File: src/rtl/define.sv
// Global width settings shared by the SD slave register path.
`ifndef ADDR_WIDTH
`define ADDR_WIDTH 32
`endif
`ifndef DATA_WIDTH
`define DATA_WIDTH 32
`endif

File: src/rtl/sd_reg_arb_pkg.sv
// Shared types and limits for the SD controller register-port arbiter.
package sd_reg_arb_pkg;

   typedef enum logic [1:0] {S_IDLE, S_ISSUE, S_WAIT, S_RESP} arb_state_e;

   typedef logic arb_owner_t;

   localparam int RD_LAT_MAX = 7;
   localparam int CNT_W      = $clog2(RD_LAT_MAX + 1);

endpackage

File: src/rtl/rr_pick2.sv
// Two-way round-robin picker: lone requester wins, ptr breaks a tie.
module rr_pick2
   import sd_reg_arb_pkg::*;
(
   input  logic [1:0] req,
   input  logic       ptr,
   output arb_owner_t owner,
   output logic       any
);

   assign any   = |req;
   assign owner = (req == 2'b11) ? ptr : req[1];

endmodule

File: src/rtl/sd_reg_arbiter.sv
// Shares the sd_host_controller register port between the CPU bridge (m0)
// and the boot/DMA sequencer (m1), one transaction at a time.
`ifndef ADDR_WIDTH
`define ADDR_WIDTH 32
`endif
`ifndef DATA_WIDTH
`define DATA_WIDTH 32
`endif

module sd_reg_arbiter
   import sd_reg_arb_pkg::*;
#(
   parameter int ADDR_W = `ADDR_WIDTH,
   parameter int DATA_W = `DATA_WIDTH,
   parameter int RD_LAT = 1
)
(
   input  logic                clk_i,
   input  logic                rst_i,

   input  logic                m0_req,
   input  logic                m0_write,
   input  logic [ADDR_W-1:0]   m0_addr,
   input  logic [DATA_W-1:0]   m0_wdata,
   input  logic [DATA_W/8-1:0] m0_strb,
   output logic                m0_gnt,
   output logic                m0_rvalid,
   output logic [DATA_W-1:0]   m0_rdata,

   input  logic                m1_req,
   input  logic                m1_write,
   input  logic [ADDR_W-1:0]   m1_addr,
   input  logic [DATA_W-1:0]   m1_wdata,
   input  logic [DATA_W/8-1:0] m1_strb,
   output logic                m1_gnt,
   output logic                m1_rvalid,
   output logic [DATA_W-1:0]   m1_rdata,

   output logic                sd_we,
   output logic [ADDR_W-1:0]   sd_waddr,
   output logic [DATA_W-1:0]   sd_wdata,
   output logic [DATA_W/8-1:0] sd_strb,
   output logic                sd_re,
   output logic [ADDR_W-1:0]   sd_raddr,
   input  logic [DATA_W-1:0]   sd_rdata
);

   localparam int STRB_W = DATA_W / 8;
   localparam logic [CNT_W-1:0] LAT_LOAD = CNT_W'(RD_LAT - 1);

   arb_state_e        state;
   logic              ptr;
   arb_owner_t        own;
   logic              lat_write;
   logic [ADDR_W-1:0] lat_addr;
   logic [DATA_W-1:0] lat_wdata;
   logic [STRB_W-1:0] lat_strb;
   logic [CNT_W-1:0]  cnt;

   arb_owner_t        pick_owner;
   logic              pick_any;
   logic              sel_write;
   logic [ADDR_W-1:0] sel_addr;
   logic [DATA_W-1:0] sel_wdata;
   logic [STRB_W-1:0] sel_strb;

   rr_pick2 u_pick (
      .req   ({m1_req, m0_req}),
      .ptr   (ptr),
      .owner (pick_owner),
      .any   (pick_any)
   );

   assign sel_write = pick_owner ? m1_write : m0_write;
   assign sel_addr  = pick_owner ? m1_addr  : m0_addr;
   assign sel_wdata = pick_owner ? m1_wdata : m0_wdata;
   assign sel_strb  = pick_owner ? m1_strb  : m0_strb;

   // The controller port is driven straight from the latched request, so it is
   // stable for the whole issue cycle; strobes are masked off for reads.
   assign sd_waddr = lat_addr;
   assign sd_raddr = lat_addr;
   assign sd_wdata = lat_wdata;
   assign sd_strb  = lat_write ? lat_strb : '0;

   // Pulses are set on the edge entering their state and cleared by default,
   // which keeps every control output registered and exactly one cycle wide.
   always_ff @(posedge clk_i) begin
      if (rst_i) begin
         state     <= S_IDLE;
         ptr       <= 1'b0;
         own       <= 1'b0;
         lat_write <= 1'b0;
         lat_addr  <= '0;
         lat_wdata <= '0;
         lat_strb  <= '0;
         cnt       <= '0;
         m0_gnt    <= 1'b0;
         m1_gnt    <= 1'b0;
         m0_rvalid <= 1'b0;
         m1_rvalid <= 1'b0;
         m0_rdata  <= '0;
         m1_rdata  <= '0;
         sd_we     <= 1'b0;
         sd_re     <= 1'b0;
      end else begin
         m0_gnt    <= 1'b0;
         m1_gnt    <= 1'b0;
         m0_rvalid <= 1'b0;
         m1_rvalid <= 1'b0;
         sd_we     <= 1'b0;
         sd_re     <= 1'b0;
         case (state)
            S_IDLE: begin
               if (pick_any) begin
                  own       <= pick_owner;
                  lat_write <= sel_write;
                  lat_addr  <= sel_addr;
                  lat_wdata <= sel_wdata;
                  lat_strb  <= sel_strb;
                  sd_we     <= sel_write;
                  sd_re     <= ~sel_write;
                  m0_gnt    <= ~pick_owner;
                  m1_gnt    <= pick_owner;
                  state     <= S_ISSUE;
               end
            end
            S_ISSUE: begin
               ptr <= ~own;
               if (lat_write) begin
                  state <= S_IDLE;
               end else begin
                  cnt   <= LAT_LOAD;
                  state <= S_WAIT;
               end
            end
            // Counter reaches zero in the cycle the controller presents read data.
            S_WAIT: begin
               if (cnt == '0) begin
                  if (own) begin
                     m1_rdata  <= sd_rdata;
                     m1_rvalid <= 1'b1;
                  end else begin
                     m0_rdata  <= sd_rdata;
                     m0_rvalid <= 1'b1;
                  end
                  state <= S_RESP;
               end else begin
                  cnt <= cnt - 1'b1;
               end
            end
            S_RESP: begin
               state <= S_IDLE;
            end
            default: begin
               state <= S_IDLE;
            end
         endcase
      end
   end

endmodule

File: config.mk
export PLATFORM = sky130hd
export DESIGN_NAME = sd_reg_arbiter
export DESIGN_NICKNAME = d
export VERILOG_FILES = /design/src/rtl/define.sv /design/src/rtl/sd_reg_arb_pkg.sv /design/src/rtl/rr_pick2.sv /design/src/rtl/sd_reg_arbiter.sv
export SDC_FILE = /design/constraint.sdc
export NUM_CORES = 1
export LEC_CHECK = 0
export ABC_AREA = 1
export ABC_CLOCK_PERIOD_IN_PS = 1600
export BUFFER_PORTS_ARGS = -buffer_cell sky130_fd_sc_hd__buf_2
export CAP_MARGIN = 15
export CORE_AREA = 2 2 132 134
export CTS_BUF_LIST = sky130_fd_sc_hd__clkbuf_4 sky130_fd_sc_hd__clkbuf_8 sky130_fd_sc_hd__clkbuf_16
export CTS_CLUSTER_DIAMETER = 60
export CTS_CLUSTER_SIZE = 24
export DETAILED_ROUTE_END_ITERATION = 8
export DIE_AREA = 0 0 134 136
export PLACE_DENSITY = 0.74
export SYNTH_ARGS = -nofsm -noshare
export SYNTH_HDL_FRONTEND = slang
export SYNTH_SLANG_ARGS = --single-unit
File: constraint.sdc
create_clock -name clk_i -period 1.6 [get_ports clk_i]
set_clock_uncertainty 0.2 [all_clocks]
set_input_delay 0.32 -clock clk_i [delete_from_list [all_inputs] [get_ports clk_i]]
set_output_delay 0.32 -clock clk_i [all_outputs]
set_load 0.05 [all_outputs]
# ---- Word level (Yosys, flattened, before mapping)
# Index checks and enable logic that the tools add are counted.
# W data, S select, Z words.
dict set report totals {
  wordCells 58
  out_inout_bits 170
  input_bits 174
  ff_bits 146
}
dict set report classes {
  n_eq_ne 8
  reduce_logical 11
  addsub 1
  mux 15
  bitwise_logic 7
}
# op n
set ops {}
lappend ops {{$mux W32} 2}
lappend ops {{$reduce_and A3 Y1} 3}
lappend ops {{$mux W4} 2}
lappend ops {{$ne A2 B2 Y1 const B} 4}
lappend ops {{$pmux W2 S4} 1}
lappend ops {{$not A1 Y1} 7}
lappend ops {{$eq A2 B2 Y1 const B} 3}
lappend ops {{$mux W2} 3}
lappend ops {{$mux W3} 2}
lappend ops {{$pmux W3 S2} 1}
lappend ops {{$reduce_or A3 Y1} 2}
lappend ops {{$mux W1} 4}
lappend ops {{$reduce_and A2 Y1} 2}
lappend ops {{$logic_not A3 Y1} 1}
lappend ops {{$sub A3 B1 Y3 const B} 1}
lappend ops {{$eq A2 B1 Y1 const B} 1}
lappend ops {{$logic_not A2 Y1} 1}
lappend ops {{$reduce_bool A2 Y1} 1}
lappend ops {{$reduce_or A2 Y1} 1}

# ---- Logic depth before layout (Yosys ltp)
# Gate-level depths: netlist of the first run.
dict set report logic_depth {
  word_depth 4
  ltp_mapped 10
  depth_no_buf 9
}

# ---- Modules after synthesis
# Synthesis of the first run repeated with hierarchy kept, for this count alone.
dict set report unflattened {
  hier_cells 906
  area_unflattened_um2 6248.5
}
# mod seq_area_each_um2 cells_each area_each_um2 instances
set by_module_without_submodules {}
lappend by_module_without_submodules {sd_reg_arbiter 2922.8 901 6226.0 1}
lappend by_module_without_submodules {rr_pick2 0.0 5 22.5 1}

# ---- Worst setup path before layout of the first run
# No wires, ideal clock.
dict set report synth_path {
  path_kind {register to register}
  startpoint {register cnt[0]}
  endpoint {register m0_rdata[0]}
  required_ns 1.284
  t_arrival_ns 1.276
  path_slack_ns 0.008
  path_stages_with_launch 11
  n_path_buf 1
  synth_period_minus_slack_ns 1.592
  setup_time_ns 0.116
  path_cell_list {dfxtp_1 > inv_1 > ha_1 > ha_1 > inv_1 > nor2_1 > nand2_2 > inv_2 > buf_4 > nor2_1 > nor2_1}
}
dict set report synth_via {
  elab_chain_len 2
}
# element line_no
set synth_lines {}
lappend synth_lines {{start: declaration} sd_reg_arbiter.sv:58} ;# logic [CNT_W-1:0] cnt;
lappend synth_lines {{start signal: assignment} sd_reg_arbiter.sv:149} ;# cnt <= cnt - 1'b1;
lappend synth_lines {{$logic_not A3 Y1} sd_reg_arbiter.sv:139} ;# if (cnt == '0) begin
lappend synth_lines {{$reduce_and A3 Y1 (no source line)} n/a}
lappend synth_lines {{end signal: assignment} sd_reg_arbiter.sv:144} ;# m0_rdata <= sd_rdata;
lappend synth_lines {{end: declaration} sd_reg_arbiter.sv:28} ;# output logic [DATA_W-1:0] m0_rdata,
# Every way passes these cells.
# A chain may end at the register's enable or synchronous reset.

# ---- Final worst setup path of the first run
dict set report layout_path {
  startpoint {register cnt[1]}
  endpoint {register m0_rdata[2]}
}
# The elaborated chain is that of the path after synthesis.

==> impl_metrics.tcl, run 1 <==
set metrics [dict create \
    status "finished with violations" \
    violations "negative setup slack" \
    cap_violations 0 \
    fillers 1375 \
    ys_types 20 \
    hp-class "in2reg" \
    io_pins 344 \
    clk_path_buf_depth 2 \
    setup_viol 39 \
    reg2reg_depth 10 \
    grt-ovfl-total 0 \
    utilization_pct 65.4 \
    vias 7650 \
    die-area_um2 18200 \
    dr_wl_met2_mm 12.4 \
    drt_iter0_markers 362 \
    crit_chain "inv_2 > ha_4 > ha_4 > inv_2 > nor2_4 > nand2_4 > buf_12 > buf_8 > o21ai_1 > nor2_1" \
    drt_pass1_iterations 5 \
    combPwrFrac_pct 39.1 \
    area_growth_pct 66.6 \
    period_minus_slack_ps 1710 \
    crit_start "cnt[1]" \
    cts_tree "done" \
    tightest_slew_ps 411 \
    p_per_area_nw_per_um2 1260 \
    post-dp-hpwl_mm 14.7 \
    clkPwrFrac_pct 29.6 \
    rsz0062_at_grt "true" \
    wl_per_cell_um 16.2 \
    crit_end "m0_rdata[2]" \
    crit_path_start_kind "register" \
    ys_seq_elements 146 \
    max_freq_mhz 586 \
    portBuffers 343 \
    drtAntennaViolNets 0 \
    hold_violations 0 \
    grt_pass1_wl_mm 32.3 \
    track_usage_pct 22.4 \
    start_util_pct 39.3 \
    drc_errors 0 \
    period_share_pct 107 \
    fin_setup_tns_ps -1010 \
    die_w_um 134 \
    internal_power_mw 8.44 \
    syn-instance-count 928 \
    arrival_ps 1820 \
    clk_pin_slew_ps 70 \
    worstSetupPathDepth 10 \
    drv_slew 0 \
    design.core.area_um2 16900 \
    drive_gt1_share_pct 45.1 \
    reg2reg_from "cnt[1]" \
    postLayoutSetupSlackWorst_ps -107 \
    dr_wl_met3_mm 1.96 \
    htree_levels 4 \
    crit_slowest_cell "dfxtp_2" \
    fin_hold_ws_ps 20.1 \
    clkSinkCount 146 \
    grt_max_degree 77 \
    vias_per_cell 5.02 \
    mostFrequentLayoutCell "buf_2" \
    ir_drop_v 0.00107 \
    p_sw_share_pct 39.2 \
    avgSynthCellArea_um2 7.14 \
    synth_fp_nets 1104 \
    seqPwrFrac_pct 31.4 \
    seq_area_frac_synth_pct 44.1 \
    critPathBufInv 4 \
    crit_family "buffers and inverters" \
    clockRootBuffer "clkbuf_16" \
    netSwitchingPower_mw 5.45 \
    synth_area_um2 6630 \
    grt_pass1_vias 6553 \
    worstSkewPairLatency_ps 420 \
    final_nets 1460 \
    cts_inserted_buffers 17 \
    reg2reg_to "m0_rdata[2]" \
    cp_max_fo 7 \
    dp_cells 1427 \
    stdcell_count 1523 \
    grt_antenna_before_repair 1 \
    p_leak_nw 5.20 \
    relSlewSlack_pct 72.3 \
    worstPathRequired_ps 1710 \
    cpPeakStageDelay_ps 320 \
    totalWireLength_mm 24.7 \
    num_rows 48 \
    regToRegSetupSlack_ps -110 \
    wl_met1_mm 9.39 \
    dieHeight_um 136 \
    yosysWarnings 0 \
    dp_worst_setup_slack_ps -253 \
    layout_common_cells "buf_2, nor2_1, dfxtp_1" \
    cp-end-kind "register" \
    crit_type "reg2reg" \
    gp_congestion 0.836 \
    highest_layer "met4" \
]
[sequential cells by signal (all words and copies together) (netlist names), 3 cells and up, named ones only]
signal and flops:
m0_rdata 32, m1_rdata 32, sd_raddr 32, sd_wdata 32, lat_strb 4, cnt 3
[power by group through the flow]
stage          Combinational, mW  Sequential (mW)  Clock, mW
2_1_floorplan               1.95             5.63          0
3_3_place_gp                4.22             4.37          0
3_5_place_dp                4.25             4.38          0
4_1_cts                     4.52             4.32       4.20
5_1_grt                     5.75             4.40       4.38
6_report                    5.43             4.36       4.11
[timing repair]
action	CTS	global route
setup endpoints to repair	94	185
setup buffers	2	8
endpoints found under the hold margin	55	0
hold buffers	32	0
resized for setup	89	333
gates cloned	2	20
pin swaps	6	76
[cell usage after synthesis, drive strengths merged]
cell type    n  area, um^2
nand4        1        6.26
nand2       93         352
nor4         1        6.26
inv         24        90.1
o21ai      135         676
clkbuf      31         118
nand3       74         370
ha           2        25.0
buf         73         493
dfxtp      146        2920
a21boi      68         510
a21oi        3        15.0
nor3         1        5.00
nor2       276        1040
[final cells by class]
class,count,area (um^2),share of cell area [%]
Sequential cell,146,2940,26.6
Timing Repair Buffer,441,3400,30.8
Antenna cell,1,2.50,0.0227
Tap cell,225,282,2.55
Multi-Input combinational cell,654,3700,33.6
Clock inverter,12,146,1.33
Clock buffer,20,460,4.17
Inverter,24,106,0.963
[metal layers]
layer | track usage, % | up-vias
li1 | - | 3710
met1 | 26.7 | 3497
met2 | 38.6 | 380
met3 | 6.23 | 63
met4 | 8.10 | 0
met5 | 0 | -
[how the worst min path moves through the flow]
| stage | from | endpoint | cells past startpoint |
|---|---|---|---|
| global route | rst_i | ptr | 3 |
| detailed placement | m1_rdata[19] | m1_rdata[19] | 2 |
| finish | rst_i | register | 3 |
| global placement | m1_rdata[17] | m1_rdata[17] | 2 |
| CTS | rst_i | ptr | 3 |
| floorplan | rst_i | register | 1 |
[per-stage QoR]
step	cell area, um^2	power [mW]
floorplan	6630	7.58
global placement	8470	8.58
detailed placement	8470	8.62
CTS	9680	13.0
global route	11000	14.5
finish	11000	13.9
[worst reg2reg max path, delay by kind of cell, from the launching register on]
family,cells,cell delay (ps)
AO/OA/AOI/OAI,1,130
adder cells (fa/ha/maj),2,250
buffers and inverters,4,400
flip-flops,1,320
AND/OR/NAND/NOR,3,300
[cell families (layout without fill, tap and decap cells)]
family / after synthesis / after routing / share of synthesized area [%]
buf+inv: 128 / 497 / 10.6
compound gates: 206 / 206 / 18.1
other cells: 0 / 1 / 0
fa+ha+maj: 2 / 2 / 0.378
flops: 146 / 146 / 44.1
simple gates: 446 / 446 / 26.8
Power figures use the tool's default switching activity.
==> run 2, diff against run 1 <==
--- a/config.mk
+++ b/config.mk
@@ -7,7 +7,6 @@
 export LEC_CHECK = 0
 export ABC_AREA = 1
 export ABC_CLOCK_PERIOD_IN_PS = 1600
-export BUFFER_PORTS_ARGS = -buffer_cell sky130_fd_sc_hd__buf_2
 export CAP_MARGIN = 15
 export CORE_AREA = 2 2 132 134
 export CTS_BUF_LIST = sky130_fd_sc_hd__clkbuf_4 sky130_fd_sc_hd__clkbuf_8 sky130_fd_sc_hd__clkbuf_16
@@ -15,7 +14,7 @@
 export CTS_CLUSTER_SIZE = 24
 export DETAILED_ROUTE_END_ITERATION = 8
 export DIE_AREA = 0 0 134 136
-export PLACE_DENSITY = 0.74
+export DONT_BUFFER_PORTS = 1
 export SYNTH_ARGS = -nofsm -noshare
 export SYNTH_HDL_FRONTEND = slang
 export SYNTH_SLANG_ARGS = --single-unit
==> impl_metrics.tcl, run 2 (synthesis gave the netlist of run 1 again) <==
set metrics [dict create \
    fin_hold_ws_ps -148 \
    period_share_pct 107 \
    drive_gt1_share_pct 30.8 \
    gp_congestion 0.804 \
    drt_iter0_markers 334 \
    totalWireLength_mm 23.0 \
    hold_violations 35 \
    die_w_um 134 \
    reg2reg_depth 11 \
    min-delay-start "m1_req" \
    worstPathRequired_ps 1700 \
    die-area_um2 18200 \
    num_rows 48 \
    portBuffers 0 \
    max_freq_mhz 584 \
    worstSkewPairLatency_ps 410 \
    final_nets 1236 \
    drc_errors 0 \
    clk_pin_slew_ps 60 \
    clkSinkCount 146 \
    hp-class "in2reg" \
    reg2reg_from "cnt[0]" \
    layout_common_cells "nor2_1, dlygate4sd3_1, nand2_1" \
    rsz0062_at_grt "true" \
    start_util_pct 39.3 \
    p_leak_nw 4.10 \
    cp-end-kind "register" \
    whs_endpoint "m0_gnt" \
    grt_max_degree 142 \
    setup_viol 48 \
    grt_pass1_vias 6089 \
    drt_pass1_iterations 5 \
    arrival_ps 1810 \
    io_pins 344 \
    crit_type "reg2reg" \
    post-dp-hpwl_mm 13.4 \
    vias 6650 \
    report.power.total_mw 12.9 \
    clockRootBuffer "clkbuf_16" \
    relSlewSlack_pct 64.4 \
    drv_slew 0 \
    fillers 1487 \
    regToRegSetupSlack_ps -110 \
    track_usage_pct 22.5 \
    postLayoutSetupSlackWorst_ps -112 \
    clk_path_buf_depth 2 \
    tightest_slew_ps 533 \
    drtAntennaViolNets 0 \
    ir_drop_v 0.000694 \
    min_delay_path_depth 1 \
    mostFrequentLayoutCell "nor2_1" \
    design.core.area_um2 16900 \
    cap_violations 0 \
    status "finished with violations" \
    cts_tree "done" \
    cts_inserted_buffers 17 \
    p_per_area_nw_per_um2 1320 \
    dieHeight_um 136 \
    violations "negative hold slack, negative setup slack" \
    grt_antenna_before_repair 2 \
    crit_path_start_kind "register" \
    cp_max_fo 7 \
    period_minus_slack_ps 1710 \
    area_growth_pct 47.9 \
    fin_setup_tns_ps -1950 \
    htree_levels 4 \
    grt-ovfl-total 0 \
    grt_pass1_wl_mm 32.3 \
    reg2reg_to "m0_rdata[12]" \
    wl_per_cell_um 17.7 \
    vias_per_cell 5.12 \
]
[run 2: final cells by class]
cell class,instances,area [um^2],area share (%)
tap,225,282,2.87
inverter,24,104,1.06
clock inverter,15,121,1.24
multi-input combinational,654,3440,35.1
antenna,1,2.50,0.0255
timing repair buffer,217,2400,24.5
clock buffer,17,425,4.34
sequential,146,3030,30.9
[run 2: worst max path at each step]
stage	start	endpoint	slack (ps)
6_report	cnt[0]	m0_rdata[12]	-110
5_1_grt	cnt[0]	m0_rdata[18]	-170
4_1_cts	cnt[1]	m0_rdata[10]	-60
3_5_place_dp	cnt[0]	m0_rdata[10]	-130
3_3_place_gp	cnt[0]	m0_rdata[10]	-80
2_1_floorplan	cnt[0]	m0_rdata[0]	8
[run 2: worst max-delay path: stages, from the launching register on]
cell and delay, ps:
dfxtp_2 330, inv_2 50, ha_4 150, ha_4 150
inv_2 60, nor2_2 30, nand2_2 110, inv_4 60
buf_6 130, buf_12 150, nor2_2 100, nor2_1 70
[run 2: layer usage]
layer | GRT usage, % | up-vias | wire length (um)
met3 | 7.64 | 55 | 1890
met5 | 0 | - | 13
met2 | 38.6 | 305 | 11400
li1 | - | 3262 | -
met4 | 9.69 | 2 | 879
met1 | 25.5 | 3026 | 8860
[run 2: through the flow]
| step | cells | utilization (%) | setup slack [ps] | instance area (um^2) |
|---|---|---|---|---|
| after floorplan | 928 | - | 7.75 | 6630 |
| after global placement | 1144 | 42.7 | -81.8 | 7200 |
| after detailed placement | 1144 | 42.7 | -134 | 7200 |
| after CTS | 1280 | 54.3 | -60.2 | 9170 |
| after global routing | 1299 | 58.1 | -174 | 9800 |
| final | 1299 | 58.1 | -112 | 9800 |
[run 2: power by group]
group	switching, mW	leakage [nW]	internal (mW)
sequential	0.885	1.23	4.10
combinational	2.67	2.60	1.53
clock	1.69	0.265	2.03
total	5.24	4.10	7.65
[run 2: timing repair]
item | in CTS | in global routing
endpoints found under the setup margin | 108 | 192
gates resized for setup | 153 | 158
hold buffers | 92 | 6
pin swaps | 19 | 31
hold endpoints to repair | 143 | 48
setup buffers | 8 | 4
gates cloned | 5 | 8
==> run 3, diff against run 2 <==
--- a/config.mk
+++ b/config.mk
@@ -6,7 +6,7 @@
 export NUM_CORES = 1
 export LEC_CHECK = 0
 export ABC_AREA = 1
-export ABC_CLOCK_PERIOD_IN_PS = 1600
+export ABC_CLOCK_PERIOD_IN_PS = 1900
 export CAP_MARGIN = 15
 export CORE_AREA = 2 2 132 134
 export CTS_BUF_LIST = sky130_fd_sc_hd__clkbuf_4 sky130_fd_sc_hd__clkbuf_8 sky130_fd_sc_hd__clkbuf_16
==> constraint.sdc (replaced) <==
create_clock -name clk_i -period 1.9 [get_ports clk_i]
set_clock_uncertainty 0.2 [all_clocks]
set_input_delay 0.38 -clock clk_i [delete_from_list [all_inputs] [get_ports clk_i]]
set_output_delay 0.38 -clock clk_i [all_outputs]
set_load 0.05 [all_outputs]
==> impl_metrics.tcl, run 3 (synthesis gave the netlist of run 1 again) <==
set metrics [dict create \
    final_nets 1150 \
    layout_common_cells "nor2_1, dfxtp_1, o21ai_0" \
    crit_path_start_kind "register" \
    design.core.area_um2 16900 \
    hp-class "in2reg" \
    p_leak_nw 3.37 \
    period_minus_slack_ps 1760 \
    drtAntennaViolNets 0 \
    cts_tree "done" \
    clk_path_buf_depth 2 \
    drt_pass1_iterations 5 \
    cts_inserted_buffers 17 \
    io_pins 344 \
    drv_slew 0 \
    hold_violations 0 \
    drc_errors 0 \
    tightest_slew_ps 682 \
    gp_congestion 0.770 \
    dp_worst_setup_slack_ps -6.45 \
    reg2reg_from "cnt[0]" \
    ir_drop_v 0.000591 \
    grt-ovfl-total 0 \
    drive_gt1_share_pct 11.2 \
    crit_chain "inv_1 > ha_1 > ha_1 > inv_1 > nor2_1 > nand2_2 > buf_12 > o21ai_1 > buf_4 > nor2_1" \
    track_usage_pct 20.4 \
    cpPeakStageDelay_ps 320 \
    grt_pass1_vias 5567 \
    rsz0062_at_grt "false" \
    vias 6038 \
    grt_max_degree 127 \
    setup_viol 0 \
    status "finished clean" \
    cp-end-kind "register" \
    die-area_um2 18200 \
    clkSinkCount 146 \
    wl_per_cell_um 16.0 \
    arrival_ps 1910 \
    clk_pin_slew_ps 60 \
    cap_violations 0 \
    post-dp-hpwl_mm 13.2 \
    grt_antenna_before_repair 4 \
    portBuffers 0 \
    min-delay-start "m1_strb[1]" \
    crit_start "cnt[0]" \
    utilization_pct 48.4 \
    htree_levels 4 \
    dieHeight_um 136 \
    period_share_pct 92.8 \
    relSlewSlack_pct 54.6 \
    vias_per_cell 4.97 \
    max_freq_mhz 567 \
    die_w_um 134 \
    mostFrequentLayoutCell "nor2_1" \
    p_per_area_nw_per_um2 1230 \
    clockRootBuffer "clkbuf_16" \
    worstSkewPairLatency_ps 410 \
    totalWireLength_mm 19.4 \
    cp_max_fo 18 \
    area_growth_pct 23.2 \
    post-cts-setup-buffers 0 \
    crit_slowest_cell "dfxtp_1" \
    num_rows 48 \
    worstPathRequired_ps 2050 \
    grt_pass1_wl_mm 29.3 \
    postLayoutSetupSlackWorst_ps 136 \
    crit_type "reg2reg" \
    start_util_pct 39.3 \
    drt_iter0_markers 269 \
]
run 3: cell count changes in the layout (fill, tap and decap cells not counted), moves of 7 or more:
cell / previous run / this run
o21ai_1: 68 / 40
nor2_4: 22 / 1
o21ai_2: 32 / 0
dlygate4sd3_1: 97 / 62
dfxtp_2: 78 / 1
buf_6: 25 / 0
dfxtp_1: 66 / 145
nor2_1: 235 / 275
buf_4: 65 / 58
buf_12: 17 / 10
o21ai_0: 32 / 95
nor2_2: 19 / 0
run 3: layout make-up:
class / count / area (um^2)
fill: 1639 / 8710
multi-input combinational: 654 / 3020
sequential: 146 / 2920
timing repair buffer: 131 / 1270
clock buffer: 20 / 454
tap: 225 / 282
inverter: 24 / 108
clock inverter: 11 / 105
antenna: 4 / 10.0
run 3: where the power goes:
| group | internal, mW | switching [mW] | total [mW] |
|---|---|---|---|
| registers | 3.42 | 0.901 | 4.32 |
| logic | 0.804 | 1.77 | 2.57 |
| clock network | 1.86 | 1.31 | 3.18 |
run 3: worst paths after layout:
| path | endpoint | slack, ps | cells past startpoint |
|---|---|---|---|
| hold / removal | lat_strb[1] | 20 | 4 |
| setup / recovery | m0_rdata[10] | 140 | 10 |
| setup reg to reg | m0_rdata[10] | 140 | 10 |
| hold reg to reg | ptr | 280 | 2 |
run 3: metrics by stage:
step	power [mW]	setup TNS, ps	cells	cell area, um^2	hold slack [ps]
after floorplan	6.38	0	928	6630	244
after CTS	10.2	0	1211	8150	0.754
after global routing	10.6	0	1215	8170	21.3
after detailed placement	6.83	-6.45	1117	6950	255
final	10.1	0	1215	8170	17.7
after global placement	6.80	0	1117	6950	254
run 3: repair_timing:
action,4_1_cts,5_1_grt
setup endpoints to repair,12,10
resized for setup,5,6
endpoints found under the hold margin,103,0
hold buffers,63,0
run 3: routing by layer:
layer  track usage, %  share of wire [%]  vias to the layer above
li1                 -                  -                     3077
met1             23.3                 41                     2675
met2             33.7                 47                      247
met3             8.13                9.1                       39
met4             9.34                3.1                        0
met5                0                  0                        -
run 3: worst max-delay path: cells and delay by family (launching register included):
kind / cells / cell delay (ps)
buffers and inverters: 4 / 460
adder cells (fa/ha/maj): 2 / 390
flip-flops: 1 / 320
AND/OR/NAND/NOR: 3 / 270
AO/OA/AOI/OAI: 1 / 60
